$ cat src/rtl/fc_rx_frame_extract_pkg.sv
// FC ordered-set constants and word classification helpers for the RX frame extractor.
// Only the SOF/EOF codes the extractor must recognise are listed here.
package fc;

  localparam logic [31:0] SOF_I3 = 32'hBCB5_5656;
  localparam logic [31:0] SOF_N3 = 32'hBCB5_3636;
  localparam logic [31:0] SOF_I2 = 32'hBCB5_5555;
  localparam logic [31:0] SOF_N2 = 32'hBCB5_3535;
  localparam logic [31:0] SOF_F  = 32'hBCB5_5858;

  localparam logic [31:0] EOF_T  = 32'hBC95_7575;
  localparam logic [31:0] EOF_N  = 32'hBC95_D5D5;
  localparam logic [31:0] EOF_A  = 32'hBC95_F5F5;
  localparam logic [31:0] EOF_NI = 32'hBC8A_D5D5;

  localparam logic [3:0] K_ORDERED_SET = 4'b1000;
  localparam logic [3:0] K_DATA        = 4'b0000;

  typedef enum logic [1:0] {
    HUNT    = 2'd0,
    FRAME   = 2'd1,
    DISCARD = 2'd2
  } rx_frame_state_t;

  typedef enum logic [1:0] {
    CLS_OTHER = 2'd0,
    CLS_DATA  = 2'd1,
    CLS_SOF   = 2'd2,
    CLS_EOF   = 2'd3
  } rx_word_class_t;

  function automatic logic is_sof(input logic [31:0] w);
    return (w == SOF_I3) || (w == SOF_N3) || (w == SOF_I2) ||
           (w == SOF_N2) || (w == SOF_F);
  endfunction

  function automatic logic is_eof(input logic [31:0] w);
    return (w == EOF_T) || (w == EOF_N) || (w == EOF_A) || (w == EOF_NI);
  endfunction

  function automatic logic is_eof_abort(input logic [31:0] w);
    return (w == EOF_A);
  endfunction

  // Delimiters must carry K only on the first (most significant) byte.
  function automatic rx_word_class_t classify(input logic        valid,
                                              input logic [3:0]  k,
                                              input logic [31:0] d);
    rx_word_class_t c;
    c = CLS_OTHER;
    if (valid) begin
      if (k == K_DATA) begin
        c = CLS_DATA;
      end else if (k == K_ORDERED_SET) begin
        if (is_sof(d)) begin
          c = CLS_SOF;
        end else if (is_eof(d)) begin
          c = CLS_EOF;
        end
      end
    end
    return c;
  endfunction

endpackage

$ cat src/rtl/fc_rx_frame_extract.sv
// Extracts SOF..EOF frames from the aligned RX word stream into an Avalon-ST packet
// stream; a one-beat hold register lets eop/error be attached to the last beat.
module fc_rx_frame_extract
  import fc::*;
#(
  parameter int MAX_WORDS = 537
) (
  input  logic        clk,
  input  logic        reset_n,
  input  logic [35:0] rx_data,
  input  logic        rx_valid,
  output logic [31:0] out_data,
  output logic        out_valid,
  output logic        out_startofpacket,
  output logic        out_endofpacket,
  output logic        out_error,
  output logic        in_frame,
  output logic [31:0] frame_ok_count,
  output logic [31:0] frame_err_count
);

  localparam int              CNT_W   = $clog2(MAX_WORDS + 1);
  localparam logic [CNT_W-1:0] CNT_MAX = CNT_W'(MAX_WORDS);

  // Output handshake: out_valid marks a beat that the sink must take in that
  // cycle; there is no ready, and out_error is meaningful only with out_endofpacket.

  logic [35:0]       s1_data_q;
  logic              s1_valid_q;
  rx_word_class_t    word_cls;

  rx_frame_state_t   state_q, state_d;
  logic [31:0]       hold_data_q, hold_data_d;
  logic              hold_sop_q, hold_sop_d;
  logic [CNT_W-1:0]  word_cnt_q, word_cnt_d;
  logic              eof_pend_q, eof_pend_d;
  logic [31:0]       eof_data_q, eof_data_d;
  logic              eof_err_q, eof_err_d;

  logic              beat_valid_d;
  logic [31:0]       beat_data_d;
  logic              beat_sop_d;
  logic              beat_eop_d;
  logic              beat_err_d;

  logic [31:0]       out_data_q;
  logic              out_valid_q, out_sop_q, out_eop_q, out_err_q;
  logic [31:0]       ok_cnt_q, err_cnt_q;

  assign word_cls = classify(s1_valid_q, s1_data_q[35:32], s1_data_q[31:0]);

  always_comb begin
    state_d      = state_q;
    hold_data_d  = hold_data_q;
    hold_sop_d   = hold_sop_q;
    word_cnt_d   = word_cnt_q;
    eof_pend_d   = 1'b0;
    eof_data_d   = eof_data_q;
    eof_err_d    = eof_err_q;
    beat_valid_d = 1'b0;
    beat_data_d  = '0;
    beat_sop_d   = 1'b0;
    beat_eop_d   = 1'b0;
    beat_err_d   = 1'b0;

    // The EOF beat trails its predecessor by one cycle; the FSM is back in HUNT then.
    if (eof_pend_q) begin
      beat_valid_d = 1'b1;
      beat_data_d  = eof_data_q;
      beat_eop_d   = 1'b1;
      beat_err_d   = eof_err_q;
    end

    case (state_q)
      HUNT, DISCARD: begin
        if (word_cls == CLS_SOF) begin
          state_d     = FRAME;
          hold_data_d = s1_data_q[31:0];
          hold_sop_d  = 1'b1;
          word_cnt_d  = CNT_W'(1);
        end else if ((state_q == DISCARD) && (word_cls == CLS_EOF)) begin
          state_d = HUNT;
        end
      end

      FRAME: begin
        // Every word seen inside a frame releases the held beat in some form.
        beat_valid_d = 1'b1;
        beat_data_d  = hold_data_q;
        beat_sop_d   = hold_sop_q;
        beat_eop_d   = 1'b0;
        beat_err_d   = 1'b0;
        case (word_cls)
          CLS_DATA: begin
            if (word_cnt_q == CNT_MAX) begin
              beat_eop_d = 1'b1;
              beat_err_d = 1'b1;
              state_d    = DISCARD;
            end else begin
              hold_data_d = s1_data_q[31:0];
              hold_sop_d  = 1'b0;
              word_cnt_d  = word_cnt_q + 1'b1;
            end
          end
          CLS_EOF: begin
            state_d = HUNT;
            if (word_cnt_q == CNT_MAX) begin
              beat_eop_d = 1'b1;
              beat_err_d = 1'b1;
            end else begin
              eof_pend_d = 1'b1;
              eof_data_d = s1_data_q[31:0];
              eof_err_d  = is_eof_abort(s1_data_q[31:0]);
            end
          end
          CLS_SOF: begin
            beat_eop_d  = 1'b1;
            beat_err_d  = 1'b1;
            hold_data_d = s1_data_q[31:0];
            hold_sop_d  = 1'b1;
            word_cnt_d  = CNT_W'(1);
          end
          default: begin
            beat_eop_d = 1'b1;
            beat_err_d = 1'b1;
            state_d    = HUNT;
          end
        endcase
      end

      default: state_d = HUNT;
    endcase
  end

  always_ff @(posedge clk) begin
    if (!reset_n) begin
      s1_data_q   <= '0;
      s1_valid_q  <= 1'b0;
      state_q     <= HUNT;
      hold_data_q <= '0;
      hold_sop_q  <= 1'b0;
      word_cnt_q  <= '0;
      eof_pend_q  <= 1'b0;
      eof_data_q  <= '0;
      eof_err_q   <= 1'b0;
      out_data_q  <= '0;
      out_valid_q <= 1'b0;
      out_sop_q   <= 1'b0;
      out_eop_q   <= 1'b0;
      out_err_q   <= 1'b0;
      ok_cnt_q    <= '0;
      err_cnt_q   <= '0;
    end else begin
      s1_data_q   <= rx_data;
      s1_valid_q  <= rx_valid;
      state_q     <= state_d;
      hold_data_q <= hold_data_d;
      hold_sop_q  <= hold_sop_d;
      word_cnt_q  <= word_cnt_d;
      eof_pend_q  <= eof_pend_d;
      eof_data_q  <= eof_data_d;
      eof_err_q   <= eof_err_d;
      out_valid_q <= beat_valid_d;
      out_data_q  <= beat_data_d;
      out_sop_q   <= beat_sop_d;
      out_eop_q   <= beat_eop_d;
      out_err_q   <= beat_err_d;
      if (beat_valid_d && beat_eop_d) begin
        if (beat_err_d) begin
          err_cnt_q <= err_cnt_q + 32'd1;
        end else begin
          ok_cnt_q <= ok_cnt_q + 32'd1;
        end
      end
    end
  end

  assign out_data          = out_data_q;
  assign out_valid         = out_valid_q;
  assign out_startofpacket = out_sop_q;
  assign out_endofpacket   = out_eop_q;
  assign out_error         = out_err_q;
  assign in_frame          = (state_q == FRAME);
  assign frame_ok_count    = ok_cnt_q;
  assign frame_err_count   = err_cnt_q;

endmodule

$ cat config.mk
export PLATFORM = sky130hd
export DESIGN_NAME = fc_rx_frame_extract
export DESIGN_NICKNAME = d
export VERILOG_FILES = /design/src/rtl/fc_rx_frame_extract_pkg.sv /design/src/rtl/fc_rx_frame_extract.sv
export SDC_FILE = /design/constraint.sdc
export NUM_CORES = 1
export LEC_CHECK = 0
export CAP_MARGIN = 20
export CORE_MARGIN = 3
export CORE_UTILIZATION = 48
export DETAILED_ROUTE_END_ITERATION = 8
export HOLD_SLACK_MARGIN = 0.03
export MAX_ROUTING_LAYER = met4
export PLACE_DENSITY = 0.73
export RECOVER_POWER = 100
export SLEW_MARGIN = 20
export SYNTH_ARGS = -nofsm -noshare
export SYNTH_HDL_FRONTEND = slang
export SYNTH_SLANG_ARGS = --single-unit
$ cat constraint.sdc
create_clock -name clk -period 3.1 [get_ports clk]
set_clock_uncertainty 0.1 [all_clocks]
set_input_delay 0.465 -clock clk [delete_from_list [all_inputs] [get_ports clk]]
set_output_delay 0.465 -clock clk [all_outputs]
set_load 0.005 [all_outputs]
==> metrics.cfg, run 1 <==
[outcome]
status=complete, but fails checks
violations=max-capacitance violations, max-slew violations

[grt]
antenna_found_initial=0
grt_pass1_vias=6427
grt_max_degree=73
grt_overflow_total=0
grt_pass1_wl_mm=31.8
track_usage_pct=20.8

[job]
cap_violations=1

[logic_synthesis]
synth_edf_count=0
syn_inst=973
synth_top_flop_cell=dfxtp_1
ys_warn_count=0
yosys-top-cells-count=dfxtp_1 (216), nand2_1 (121), nand3_1 (100)
async_flop_share_pct=0
synth.most_common_cell=dfxtp_1
ys_seq_area_share_pct=51.8
synthesis.area_mm2=0.00835
syn_avg_cell_area_um2=8.58
ys_top_cells_by_area=dfxtp_1 (52%), nand3_1 (6.0%), nand2_1 (5.4%)
synthesis.nets=1016
synth_top_cell_by_area=dfxtp_1
ys_types=50
synth_top_cell_area_share_pct=51.8
ys_ff_latch=216

[final_layout]
multi_input_comb_area_mm2=0.00374
fillerInstances=1474
diodes=0
areaGrowthSynthToFinish_pct=27.5
fin_nets=1144
layout-drive-gt1-share_pct=5.11
stdcell_area_mm2=0.0106
seqCellArea_mm2=0.00432

[pwr]
ir_worst_vdd_v=0.000385
power_leakage_nw=4.05
power.density_mw_per_mm2=518

[floorplanning]
ios=140
start_util_pct=49.6
core-area_mm2=0.0168
die-width_um=138
fp-row-count=47
die_area_mm2=0.0190
fp.dieH_um=138

[clock_tree]
numCtsBuffers=23
post_cts_resized=0
clockBufferDepth=3
cts.sinks=216
clk_pin_slew_ns=0.06
cts-root-buf=clkbuf_16
clk_latency_ns=0.50
post_cts_buffers=0
tritoncts=yes
postCtsHoldBufs=0
htree_levels=1

[drt]
ant_nets=0
route.vias.total=7119
vias_per_cell=5.33
drcViolationCount=0
first_iter_violations=505
firstDrtPassIters=5
wl_per_cell_um=14.6
wl_mm=19.5

[placement]
dpl.hpwl_mm=13.0
portBuffers=139
dpl_cell_area_mm2=0.00997
gp_congestion=0.833

[timing]
fin_crit_sh_pct=89.6
relSlewSlack_pct=-0.207
hold_viol_final=0
worstMarginPinSlew_ns=1.50
rsz0062_at_grt=no
drv_slew=72
maxClockFrequency_mhz=360
min_period_ns=2.78
timing.setup.tns_ns=0
final-setup-viol-count=0

[critical_path]
crit_required_ns=3.40
cp-end-kind=flip-flop
crit_path_start_kind=flip-flop
crit_fanout=26
critical_path_class=reg -> reg
cp.arrival_ns=3.08

[worst_hold_path]
hp-class=in -> reg

[worst max-delay path, cell delays in order (launching register included)]
cell and delay [ns]:
dfxtp_1 0.41, ha_1 0.17, nand4_1 0.15, nor4_4 0.44, o21ai_0 0.26, a211o_1 0.31, buf_4 0.21, or4_1 0.48
a21oi_1 0.15
[layout by cell type (no fill, tap or decap), types with 19 or more instances in the layout]
| cell type | netlist | routed |
|---|---|---|
| dfxtp_1 | 216 | 216 |
| nand2_1 | 121 | 121 |
| nand3_1 | 100 | 100 |
| dlygate4sd3_1 | 0 | 100 |
| a21oi_1 | 82 | 81 |
| nor2_1 | 75 | 75 |
| o21ai_0 | 60 | 61 |
| clkdlybuf4s50_1 | 0 | 38 |
| and2_1 | 38 | 29 |
| and3_1 | 24 | 24 |
| clkbuf_16 | 0 | 23 |
| or3_1 | 20 | 20 |
| inv_1 | 20 | 19 |
| nand4_1 | 19 | 19 |
[sequential cells by signal (all words and copies together), names as in the netlist]
register,count
eof_pend_q,1
word_cnt_q,10
eof_data_q,32
eof_err_q,1
state_q,2
hold_sop_q,1
frame_err_count,32
out_startofpacket,1
out_valid,1
s1_data_q,36
frame_ok_count,32
s1_valid_q,1
hold_data_q,32
out_endofpacket,1
out_error,1
out_data,32
[cell families after synthesis]
family,Yosys count,share of synthesized area (%)
buf+inv,78,3.64
fa+ha+maj,4,0.600
simple gates,472,29.2
compound gates,167,10.8
flops,216,51.8
mux,7,0.839
xor+xnor,29,3.04
[cell type report]
class | instances | area share [%]
flip-flops and latches | 216 | 40.6
multi-input cells | 679 | 35.1
repair buffers | 161 | 14.5
clock buffers | 35 | 6.02
well taps | 220 | 2.59
inverters | 20 | 0.717
clock inverters | 4 | 0.458
[metal layers]
metal  global-route usage (%)  wire, um  part of all wire [%]
met5                        -         0                     0
met4                     4.61       295                   1.5
met3                     3.30       986                   5.0
met2                     30.7      8690                    44
met1                     30.2      9560                    49
[stage by stage]
stage / power, mW / utilization [%] / hold slack, ns / setup slack, ns / cells
after detailed placement: 3.03 / 59.3 / 0.343 / 0.370 / 1296
final: 5.51 / 63.3 / 0.275 / 0.323 / 1335
after floorplan: 2.96 / - / 0.324 / 0.803 / 973
after CTS: 5.56 / 63.4 / 0.186 / 0.264 / 1335
after global routing: 5.69 / 63.3 / 0.294 / 0.106 / 1335
after global placement: 3.03 / 59.3 / 0.338 / 0.479 / 1296
[power by group]
part	switching, mW	total [mW]	internal (mW)	leakage (nW)
clock network	1.04	2.54	1.50	0.336
logic	0.0762	0.147	0.0713	1.97
registers	0.0234	2.83	2.80	1.75
[worst paths after layout]
check                              startpoint                               end  slack [ns]  cells after the start
hold / removal                        reset_n  frame_err_count[31]$_SDFFE_PN0P_        0.28                      3
setup reg to reg   word_cnt_q[0]$_SDFFE_PN0P_  frame_err_count[28]$_SDFFE_PN0P_        0.32                      8
setup / recovery   word_cnt_q[0]$_SDFFE_PN0P_  frame_err_count[28]$_SDFFE_PN0P_        0.32                      8
hold reg to reg   eof_data_q[13]$_SDFFE_PN0P_       eof_data_q[13]$_SDFFE_PN0P_        0.35                      2
(Power assumes the default switching activity.)
==> inputs of run 2 (changes only) <==
--- a/config.mk
+++ b/config.mk
@@ -8,10 +8,11 @@
 export CAP_MARGIN = 20
 export CORE_MARGIN = 3
 export CORE_UTILIZATION = 48
+export CTS_BUF_LIST = sky130_fd_sc_hd__clkbuf_4
 export DETAILED_ROUTE_END_ITERATION = 8
+export DONT_BUFFER_PORTS = 1
 export HOLD_SLACK_MARGIN = 0.03
 export MAX_ROUTING_LAYER = met4
-export PLACE_DENSITY = 0.73
 export RECOVER_POWER = 100
 export SLEW_MARGIN = 20
 export SYNTH_ARGS = -nofsm -noshare
==> metrics.cfg, run 2 (synthesis results as in run 1) <==
[placement]
dpl_cell_area_mm2=0.00858  ; -14%
dpl.cell_count=1155  ; -11%
portBuffers=0  ; -100%
dpl.hpwl_mm=12.7  ; -2.6%
gp_congestion=0.759  ; -8.9%

[floorplanning]
core-area_mm2=0.0168  ; unchanged
ios=140  ; unchanged
fp.dieH_um=138  ; unchanged
start_util_pct=49.6  ; unchanged
fp-row-count=47  ; unchanged
die-width_um=138  ; unchanged
die_area_mm2=0.0190  ; unchanged

[critical_path]
slowest_delay_ns=1.28  ; +0.80 ns
timing.rr.end=word_cnt_q[9]$_SDFFE_PN0P_
cp-end-kind=flip-flop
path_cells=nand2b_1 -> clkbuf_1 -> a211oi_1 -> a21oi_1 -> o21ai_0
crit_path_start_kind=flip-flop
reg2reg_slack_ns=0.36  ; +0.03 ns
cp.arrival_ns=3.15  ; +0.07 ns
crit_start=state_q[1]$_SDFFE_PN0P_
r2r_start=state_q[1]$_SDFFE_PN0P_
rr_worst_depth=5  ; -3
critical_path_class=reg -> reg
crit_fanout=35  ; +35%
slowest_stage=clkbuf_1
crit_required_ns=3.51  ; +0.11 ns
crit_family=buffers and inverters
path_buf_inv=1  ; unchanged

[final_layout]
stdcell_area_mm2=0.00991  ; -6.9%
layout.cells.non_filler=1315  ; -1.5%
final_cell_mix=dfxtp_1 (216), nand2_1 (121), nand3_1 (100)
areaGrowthSynthToFinish_pct=18.8
layout-drive-gt1-share_pct=9.23  ; +4.1 points
largest_reg_flops=36  ; unchanged
fin_nets=1103  ; -3.6%
layout_commonest_cell=dfxtp_1
largest_register=s1_data_q

[worst_hold_path]
whs_path_depth=2  ; -1
hp-class=in -> reg
holdPathEnd=frame_err_count[21]$_SDFFE_PN0P_
min_from=reset_n

[timing]
min_period_ns=2.74  ; -0.0346 ns
timing.setup.tns_ns=0  ; unchanged
worstMarginPinSlew_ns=1.76  ; +0.253 ns
fin_crit_sh_pct=88.5  ; -1.1 points
rsz0062_at_grt=no
drv_slew=36  ; -50%
hold_ws_ns=0.151  ; -0.125 ns
relSlewSlack_pct=-17.0  ; -17 points
hold_viol_final=0  ; unchanged
maxClockFrequency_mhz=365  ; +1.3%
final-setup-viol-count=0  ; unchanged

[clock_tree]
cts-root-buf=clkbuf_4
clockBufferDepth=3  ; unchanged
clk_latency_ns=0.66  ; +0.16 ns
tritoncts=yes
post_cts_buffers=0  ; unchanged
numCtsBuffers=55  ; +140%
clk_pin_slew_ns=0.06  ; about the same
htree_levels=2  ; +1
cts.sinks=216  ; unchanged

[drt]
drcViolationCount=0  ; unchanged
firstDrtPassIters=6  ; +1
first_iter_violations=420  ; -17%
wl_per_cell_um=15.7  ; +7.3%
wl_mm=20.6  ; +5.7%
vias_per_cell=5.35  ; +0.34%
ant_nets=0  ; unchanged
route.vias.total=7036  ; -1.2%

[job]
cap_violations=1  ; unchanged

[outcome]
status=complete, but fails checks
violations=max-capacitance violations, max-slew violations

[pwr]
seqPwrFrac_pct=53.6  ; +2.3 points
swShare_pct=22.8  ; +2.1 points
p_switching_mw=1.20  ; +5.6%
power_frac_clock_pct=43.2  ; -2.9 points
power.density_mw_per_mm2=532  ; +2.7%
p_int_mw=4.07  ; -6.9%
ir_worst_vdd_v=0.000366  ; -4.9%
power_leakage_nw=3.56  ; -12%
p_comb_share_pct=3.2  ; +0.5 points

[grt]
grt_overflow_total=0  ; unchanged
grt_pass1_wl_mm=33.0  ; +4.0%
grt_max_degree=120  ; +64%
grt_pass1_vias=6808  ; +5.9%
track_usage_pct=22.0  ; +1.2 points
antenna_found_initial=1  ; +1

[run 2: changes by cell type in the layout (fill, tap and decap cells not counted), sizes merged]
cell,previous run,this run
buf,16,14
clkbuf,42,81
clkdlybuf4s50,38,0
clkinv,2,16
clkinvlp,1,0
diode,0,1
dlygate4sd3,100,67
[run 2: how the worst max path moves through the flow]
stage                                             to  depth (start not counted)
global route        frame_err_count[24]$_SDFFE_PN0P_                          7
finish                    word_cnt_q[9]$_SDFFE_PN0P_                          5
CTS                 frame_err_count[14]$_SDFFE_PN0P_                          7
floorplan           frame_err_count[28]$_SDFFE_PN0P_                          7
global placement    frame_err_count[18]$_SDFFE_PN0P_                          7
detailed placement  frame_err_count[14]$_SDFFE_PN0P_                          7
[run 2: per-layer routing]
metal / share of wire, % / vias up / routed length, um / global-route usage [%]
met5: 0 / - / 0 / -
met4: 1.1 / 0 / 221 / 5.98
met3: 7.2 / 26 / 1490 / 5.59
met2: 46 / 212 / 9490 / 34.4
met1: 46 / 3226 / 9450 / 28.4
li1: - / 3572 / - / -
[run 2: per-stage QoR]
| step | power (mW) | util, % | worst slack [ns] |
|---|---|---|---|
| 6_report | 5.27 | 58.9 | 0.358 |
| 5_1_grt | 5.51 | 58.9 | 0.121 |
| 3_3_place_gp | 2.96 | 51.0 | 0.318 |
| 2_1_floorplan | 2.96 | - | 0.803 |
| 4_1_cts | 5.35 | 59.0 | 0.232 |
| 3_5_place_dp | 2.96 | 51.0 | 0.272 |
[run 2: what timing repair did]
action / 4_1_cts / 5_1_grt
resized for setup: 0 / 2
hold buffers: 68 / 0
endpoints found under the hold margin: 99 / 0
setup endpoints to repair: 0 / 5
[run 2: worst reg2reg max path, stage by stage, from the launching register on]
cell	delay [ns]
dfxtp_1	0.36
nand2b_1	0.15
clkbuf_1	1.28
a211oi_1	0.39
a21oi_1	0.26
o21ai_0	0.10
[run 2: power by group through the flow]
stage	combinational [mW]	sequential, mW	clock (mW)
final	0.168	2.83	2.28
after global routing	0.184	2.83	2.50
after CTS	0.167	2.82	2.35
after detailed placement	0.0783	2.89	0
after global placement	0.0795	2.89	0
after floorplan	0.0795	2.88	0
[run 2: final cells by class]
cell class | count | area, um^2
fillers | 1556 | 6910
flip-flops and latches | 216 | 4320
multi-input cells | 679 | 3740
repair buffers | 88 | 847
clock buffers | 74 | 556
well taps | 220 | 275
clock inverters | 17 | 95.1
inverters | 20 | 76.3
diodes | 1 | 2.50
==> inputs of run 3 (changes only) <==
==> constraint.sdc (replaced) <==
create_clock -name clk -period 3 [get_ports clk]
set_clock_uncertainty 0.1 [all_clocks]
set_input_delay 0.45 -clock clk [delete_from_list [all_inputs] [get_ports clk]]
set_output_delay 0.45 -clock clk [all_outputs]
set_load 0.005 [all_outputs]
==> metrics.cfg, run 3 (synthesis results as in run 1) <==
[outcome]
status=finished, final reports clean

[critical_path]
slowest_stage=and4_1
cp-end-kind=flip-flop
crit_family=simple AND/OR/NAND/NOR gates
slowest_delay_ns=0.46  ; -0.82 ns
crit_fanout=8  ; -77%
path_buf_inv=2  ; +1
reg2reg_slack_ns=0.36  ; about the same
critical_path_class=reg -> reg
crit_required_ns=3.47  ; -0.04 ns
crit_path_start_kind=flip-flop
rr_worst_depth=8  ; +3
timing.rr.end=eof_data_q[29]$_SDFFE_PN0P_
path_cells=nor4bb_1 -> buf_4 -> and4_1 -> a41o_1 -> and4_1 -> clkbuf_1 -> nor2_1 -> nor2_1
cp.arrival_ns=3.11  ; -0.04 ns
r2r_start=s1_data_q[18]$_SDFF_PN0_

[pwr]
ir_worst_vdd_v=0.000373  ; +2.0%
power.density_mw_per_mm2=554  ; +4.1%
power_leakage_nw=3.47  ; -2.6%

[timing]
min_period_ns=2.64  ; -0.0988 ns
relSlewSlack_pct=44.5  ; +62 points
drv_slew=0  ; -100%
fin_crit_sh_pct=88.1  ; -0.35 points
maxClockFrequency_mhz=378  ; +3.7%
timing.setup.tns_ns=0  ; unchanged
final-setup-viol-count=0  ; unchanged
rsz0062_at_grt=no
hold_viol_final=0  ; unchanged
worstMarginPinSlew_ns=0.833  ; -0.923 ns

[final_layout]
largest_reg_flops=36  ; unchanged
seqCellArea_mm2=0.00432  ; unchanged
final_cell_mix=dfxtp_1 (216), nand2_1 (121), nand3_1 (100)
layout.cells.non_filler=1294  ; -1.6%
largest_register=s1_data_q
areaGrowthSynthToFinish_pct=16.7
fin_nets=1090  ; -1.2%
layout-drive-gt1-share_pct=9.61  ; +0.38 points
multi_input_comb_area_mm2=0.00373  ; -0.17%
layout_commonest_cell=dfxtp_1
fillerInstances=1594  ; +2.4%

[grt]
grt_pass1_vias=6609  ; -2.9%
grt_pass1_wl_mm=33.2  ; +0.63%
track_usage_pct=22.2  ; +0.21 points
grt_overflow_total=0  ; unchanged
antenna_found_initial=1  ; unchanged
grt_max_degree=124  ; +3.3%

[drt]
first_iter_violations=415  ; -1.2%
wl_per_cell_um=15.9  ; +1.2%
route.vias.total=7008  ; -0.40%
highest_layer=met4
firstDrtPassIters=5  ; -1
wl_met2_mm=9.06  ; -4.5%
met3_length_mm=1.35  ; -9.4%
vias_per_cell=5.42  ; +1.2%
wl_mm=20.5  ; -0.47%
drcViolationCount=0  ; unchanged
ant_nets=0  ; unchanged
wl_met1_mm=9.74  ; +3.1%

[worst_hold_path]
whs_path_depth=2  ; unchanged
min_from=reset_n
holdPathEnd=frame_err_count[21]$_SDFFE_PN0P_
hp-class=in -> reg

[clock_tree]
cts-root-buf=clkbuf_4
htree_levels=2  ; unchanged
clk_pin_slew_ns=0.06  ; about the same
clk_latency_ns=0.65  ; about the same
clockBufferDepth=3  ; unchanged
tritoncts=yes
cts.sinks=216  ; unchanged
numCtsBuffers=54  ; -1.8%
post_cts_buffers=0  ; unchanged

[job]
cap_violations=0  ; -1

[placement]
dpl.hpwl_mm=12.6  ; -0.53%
portBuffers=0  ; unchanged
dpl.cell_count=1158  ; +0.26%
gp_congestion=0.813  ; +7.1%

[floorplanning]
fp.dieH_um=138  ; unchanged
fp-row-count=47  ; unchanged
ios=140  ; unchanged
start_util_pct=49.6  ; unchanged
die-width_um=138  ; unchanged
die_area_mm2=0.0190  ; unchanged
core-area_mm2=0.0168  ; unchanged

run 3: cell type report:
cell class	count	area share [%]
Sequential cell	216	44.4
Timing Repair Buffer	76	7.33
Multi-Input combinational cell	679	38.3
Antenna cell	2	0.0514
Inverter	20	0.783
Clock inverter	6	0.539
Clock buffer	75	5.78
Tap cell	220	2.83
run 3: worst max-delay path by stage:
stage | startpoint | slack, ns | endpoint | cells after the start
4_1_cts | s1_data_q[8]$_SDFF_PN0_ | 0.22 | frame_err_count[10]$_SDFFE_PN0P_ | 8
5_1_grt | word_cnt_q[0]$_SDFFE_PN0P_ | 0.17 | frame_err_count[9]$_SDFFE_PN0P_ | 9
6_report | s1_data_q[18]$_SDFF_PN0_ | 0.36 | eof_data_q[29]$_SDFFE_PN0P_ | 8
3_3_place_gp | word_cnt_q[0]$_SDFFE_PN0P_ | 0.35 | frame_err_count[24]$_SDFFE_PN0P_ | 8
2_1_floorplan | frame_err_count[3]$_SDFFE_PN0P_ | 0.70 | frame_err_count[28]$_SDFFE_PN0P_ | 7
3_5_place_dp | s1_data_q[8]$_SDFF_PN0_ | 0.27 | frame_err_count[10]$_SDFFE_PN0P_ | 8
run 3: report_power, final:
group / leakage [nW] / internal [mW] / switching (mW)
logic: 1.36 / 0.0794 / 0.0824
registers: 1.75 / 2.90 / 0.0247
clock network: 0.366 / 1.21 / 1.10
run 3: per-layer routing:
metal	vias up	global-route usage (%)
met2	215	32.3
met1	3199	30.8
met4	0	7.14
met3	36	4.86
li1	3558	-
met5	-	-
run 3: timing repair:
item	4_1_cts	5_1_grt
gates resized for setup	0	1
hold buffers	53	0
setup endpoints to repair	0	1
endpoints found under the hold margin	99	0
run 3: metrics by stage:
stage               worst slack, ns  hold slack (ns)  instance area [um^2]  utilization, %  power (mW)
floorplan                     0.703            0.324                  8350               -        3.06
global placement              0.350            0.342                  8600            51.2        3.06
detailed placement            0.272            0.346                  8600            51.2        3.07
CTS                           0.220           0.0999                  9770            58.1        5.47
global route                  0.166            0.141                  9740            57.9        5.63
finish                        0.357            0.128                  9740            57.9        5.39
